--- src/rtl/io_core_byte_rx_fifo.sv ---
// io_core_byte_rx_fifo: turns the host's toggle-per-byte probe protocol into a buffered FWFT valid/ready byte stream.
// Optional IO_BYTE_RX_DROP_EN: drop-and-ack when full, with sticky overflow and frame state in the status word.
module io_core_byte_rx_fifo #(
  parameter int DEPTH = 16
) (
  input  logic       clk,
  input  logic       rst,
  input  logic [7:0] core_byte_i,
  input  logic       core_toggle_i,
  input  logic       core_last_i,
  output logic [7:0] core_occ_o,
  output logic       core_ack_o,
  output logic       core_space_o,
  output logic [7:0] m_data,
  output logic       m_last,
  output logic       m_valid,
  input  logic       m_ready
);
  localparam int CNT_W = $clog2(DEPTH) + 1;
  localparam int PTR_W = $clog2(DEPTH);
  localparam logic [CNT_W-1:0] DEPTH_C = CNT_W'(DEPTH);

  logic [8:0]       mem [DEPTH];
  logic [PTR_W-1:0] wr_ptr;
  logic [PTR_W-1:0] rd_ptr;
  logic [CNT_W-1:0] count;
  logic [CNT_W-1:0] count_next;
  logic             pending;
  logic             not_full;
  logic             push;
  logic             pop;
  logic             load;
  logic             accept;

  assign pending  = (core_toggle_i != core_ack_o);
  assign not_full = (count < DEPTH_C);
  assign push     = pending && not_full;
  assign pop      = m_valid && m_ready;
  // count includes the byte held in the output stage, so RAM holds bytes only when count exceeds m_valid
  assign load     = (count > CNT_W'(m_valid)) && (!m_valid || m_ready);

`ifdef IO_BYTE_RX_DROP_EN
  assign accept = pending;
`else
  assign accept = push;
`endif

  always_comb begin
    count_next = count;
    if (push && !pop)
      count_next = count + CNT_W'(1);
    else if (!push && pop)
      count_next = count - CNT_W'(1);
  end

  always_ff @(posedge clk) begin
    if (push)
      mem[wr_ptr] <= {core_last_i, core_byte_i};
  end

  always_ff @(posedge clk or posedge rst) begin
    if (rst) begin
      wr_ptr       <= '0;
      count        <= '0;
      core_ack_o   <= 1'b0;
      core_space_o <= 1'b1;
    end else begin
      if (push)
        wr_ptr <= wr_ptr + PTR_W'(1);
      if (accept)
        core_ack_o <= core_toggle_i;
      count        <= count_next;
      core_space_o <= (count_next < DEPTH_C);
    end
  end

  // Output stage only reloads when empty or being consumed, keeping data stable under stall
  always_ff @(posedge clk or posedge rst) begin
    if (rst) begin
      rd_ptr  <= '0;
      m_valid <= 1'b0;
      m_data  <= 8'h00;
      m_last  <= 1'b0;
    end else if (load) begin
      {m_last, m_data} <= mem[rd_ptr];
      m_valid          <= 1'b1;
      rd_ptr           <= rd_ptr + PTR_W'(1);
    end else if (pop) begin
      m_valid <= 1'b0;
    end
  end

`ifdef IO_BYTE_RX_DROP_EN
  typedef enum logic {IDLE, IN_FRAME} frame_t;

  frame_t state_reg;
  frame_t state_next;
  logic   in_frame;
  logic   overflow;

  always_ff @(posedge clk or posedge rst) begin
    if (rst) begin
      state_reg <= IDLE;
      overflow  <= 1'b0;
    end else begin
      state_reg <= state_next;
      if (pending && !not_full)
        overflow <= 1'b1;
    end
  end

  always_comb begin
    state_next = state_reg;
    in_frame   = (state_reg == IN_FRAME);
    if (push)
      state_next = core_last_i ? IDLE : IN_FRAME;
  end

  assign core_occ_o = {overflow, in_frame, 6'(count)};
`else
  if (CNT_W > 8) begin : g_occ_sat
    assign core_occ_o = (count > CNT_W'(255)) ? 8'hFF : count[7:0];
  end else begin : g_occ_ext
    assign core_occ_o = 8'(count);
  end
`endif

endmodule

--- config.mk ---
export PLATFORM = sky130hd
export DESIGN_NAME = io_core_byte_rx_fifo
export DESIGN_NICKNAME = d
export VERILOG_FILES = /design/src/rtl/io_core_byte_rx_fifo.sv
export SDC_FILE = /design/constraint.sdc
export NUM_CORES = 1
export LEC_CHECK = 0
export ABC_CLOCK_PERIOD_IN_PS = 2200
export CORE_MARGIN = 3
export CORE_UTILIZATION = 44
export DETAILED_ROUTE_END_ITERATION = 10
export GPL_TIMING_DRIVEN = 0
export HOLD_SLACK_MARGIN = 0.02
export SYNTH_ARGS = -nofsm -noshare
export SYNTH_HDL_FRONTEND = slang
export SYNTH_SLANG_ARGS = --single-unit
--- constraint.sdc ---
create_clock -name clk -period 2.2 [get_ports clk]
set_input_delay 0.33 -clock clk [delete_from_list [all_inputs] [get_ports clk]]
set_output_delay 0.33 -clock clk [all_outputs]
set_load 0.02 [all_outputs]
==> flow_metrics.tcl <==
set metrics [dict create \
    status "completed" \
    syn-cell-area_sq_mm 0.00691 \
    crit_end "mem[14][1]" \
    post_drt_wl_per_cell_um 21.4 \
    worst_setup_path_start_kind "flop" \
    critical_path_required_ns 2.25 \
    cts.reportedPaths.clkPinSlew_ns 0.06 \
    cap_violations 0 \
    ios 33 \
    synthToLayoutAreaGrowth_pct 18.3 \
    ys_seq_area_share_pct 71.6 \
    antenna_found_initial 0 \
    post_synth.cell_area_avg_sq_um 18.6 \
    drive_gt1_share_pct 23.6 \
    powerDensity_mw_per_mm2 1360 \
    rsz0062_at_grt "yes" \
    worst_slack_ns 0.0496 \
    drt_iter0_markers 307 \
    total_power_mw 11.1 \
    drc 0 \
    post-place-ws_ns -0.786 \
    ant_nets 0 \
    cts_root_buffer "clkbuf_16" \
    reg2reg_depth 5 \
    placedInstanceArea_sq_mm 0.00755 \
    cts.path.max_buffers 2 \
    critical_path_class "flop to flop" \
    r2r_end "mem[14][1]" \
    clk_latency_ns 0.42 \
    ys_seq_elements 169 \
    post-route-period-util_pct 97.7 \
    synthCells 371 \
    dieArea_sq_mm 0.0172 \
    hold_buffers 0 \
    cp-startpoint "core_ack_o" \
    num_vias 3420 \
    async_flop_share_pct 14.8 \
    ys.flop_type "edfxtp_1" \
    hold_viol 0 \
    grt_overflow_total 0 \
    core_area_sq_mm 0.0153 \
    synth_edf_count 144 \
    num_rows 45 \
    antenna_cells 0 \
    dr.pass1.iters 7 \
    port-buffer-count 29 \
    cts_tree "yes" \
    grtUsageTotal_pct 17.2 \
    min_period_ns 2.15 \
    num-nets-final 448 \
    grt_max_degree 26 \
    rr_startpoint "core_ack_o" \
    drt-total-wl_um 13800 \
    cts_sinks 169 \
    htree_num_levels 4 \
    timing.fmax_mhz 465 \
    slew-limit-headroom_pct 23.7 \
    tightestPinTransition_ns 1.14 \
    slew_viol_final 0 \
    cts_buffers 17 \
    hold_path.class "flop to flop" \
    p_leak_nw 2.85 \
    finalInstanceArea_sq_mm 0.00818 \
    fin_worst_skew_ns 0.00921 \
    synth_warnings 0 \
    die_w_um 131 \
    hp-start "m_data[2]" \
    endpoint_kind "flop" \
    r2r_slack_ns 0.05 \
    gp_congestion 0.765 \
    synth.distinct_cells 46 \
    final-setup-viol-count 0 \
    grt_pass1_vias 3729 \
    viasPerCell 5.28 \
    crit_arrival_ns 2.20 \
    start_util_pct 45.3 \
    postCtsSetupBuffers 0 \
    critPathMaxFanout 9 \
    hpwlAfterDp_um 8920 \
    grt_pass1_wl_um 21800 \
    peakVddDrop_uv 700 \
    die_h_um 131 \
]
worst min-delay path by stage:
stage	to	slack, ns	cells after the start
after detailed placement	m_data[7]	0.48	2
final	m_data[2]	0.48	2
after floorplan	async pin	0.36	1
after global routing	m_data[2]	0.52	2
after global placement	m_data[0]	0.47	2
after CTS	m_data[7]	0.49	2
cell usage in the layout, fill, tap and decap left out, types with 3 or more instances in the layout:
cell               n
mux4_2            33
nor2_2             4
and2_2             4
nand2_1           17
clkinv_2           5
nor4_2             4
dfrtp_1           24
edfxtp_1         144
buf_6              5
xor2_1             4
a21oi_1            4
inv_1             12
ha_1              11
mux2i_1           17
nand3_1            3
bufinv_16          5
buf_2              4
buf_4              8
clkbuf_1          11
xnor2_1            4
conb_1             3
clkdlybuf4s50_1   29
o21ai_1            9
mux2_2             9
clkbuf_16         17
and2_1             4
nor2_1            10
mux4_1             3
cells in the mapped netlist, types with 3 or more instances:
master	instances	share of area [%]
edfxtp_1	144	63
mux4_2	33	11
dfrtp_1	24	8.7
mux2i_1	17	2.5
nand2_1	17	0.92
nor2_1	14	0.76
inv_1	12	0.65
ha_1	11	2.0
mux2_2	9	1.5
o21ai_1	9	0.65
and2_1	8	0.72
clkbuf_1	8	0.43
buf_4	6	0.65
a21oi_1	4	0.29
buf_2	4	0.29
nor4_1	4	0.36
xnor2_1	4	0.51
xor2_1	4	0.51
mux4_1	3	1.1
nand2b_1	3	0.27
nand3_1	3	0.22
cell families (layout without fill, tap and decap cells):
kind of cell,Yosys count,in the layout,synth area share [%]
compound gates,25,25,2.34
xor+xnor,8,8,1.01
fa+ha+maj,11,11,1.99
buf+inv,34,98,2.70
flops,169,169,71.6
mux,63,63,16.0
other cells,1,3,0.0543
simple gates,60,60,4.29
through the flow:
step / TNS [ns] / utilization [%] / instances / hold WS (ns)
detailed placement: -66.64 / 49.5 / 618 / 0.478
floorplan: -0.216 / - / 373 / 0.357
global placement: -96.61 / 49.0 / 613 / 0.467
global route: -4.57 / 53.6 / 648 / 0.521
finish: 0 / 53.6 / 648 / 0.484
CTS: 0 / 53.6 / 648 / 0.492
power by group:
group	switching (mW)	total, mW	leakage [nW]	internal [mW]
Clock	1.13	3.13	0.306	2.00
Combinational	2.02	3.74	0.944	1.72
Sequential	0.233	4.24	1.60	4.01
layer usage:
metal  track usage (%)  vias up  wire [um]
met5                 0        -          0
met4              6.65        0        347
met3              5.05       21        570
met2              28.4       74       7050
met1              21.7     1774       5880
li1                  -     1551          -
state kept, by name (all words and copies together) (netlist names), 4 cells and up, named ones only:
| register | flops |
|---|---|
| wr_ptr | 4 |
| mem | 144 |
| count | 4 |
| rd_ptr | 4 |
| m_data | 8 |
layout make-up:
class | instances | area (sq um)
Multi-Input combinational cell | 170 | 1820
Clock buffer | 22 | 444
Inverter | 13 | 48.8
Tap cell | 211 | 264
Clock inverter | 10 | 175
Fill cell | 1228 | 7080
Timing Repair Buffer | 34 | 339
Buffer | 19 | 130
Sequential cell | 169 | 4950
critical path: stages (launching register included):
cell	delay (ns)
dfrtp_1	0.40
xor2_1	0.19
nand2b_2	0.18
inv_2	0.17
nand3_1	0.20
nor2_2	0.62
repair_timing:
| item | CTS | global route |
|---|---|---|
| endpoints found under the hold margin | 0 | 0 |
| resized for setup | 5 | 4 |
| gates cloned | 0 | 0 |
| pin swaps | 0 | 0 |
| endpoints found under the setup margin | 58 | 102 |
Note: power is estimated with default switching activity, not from simulation.
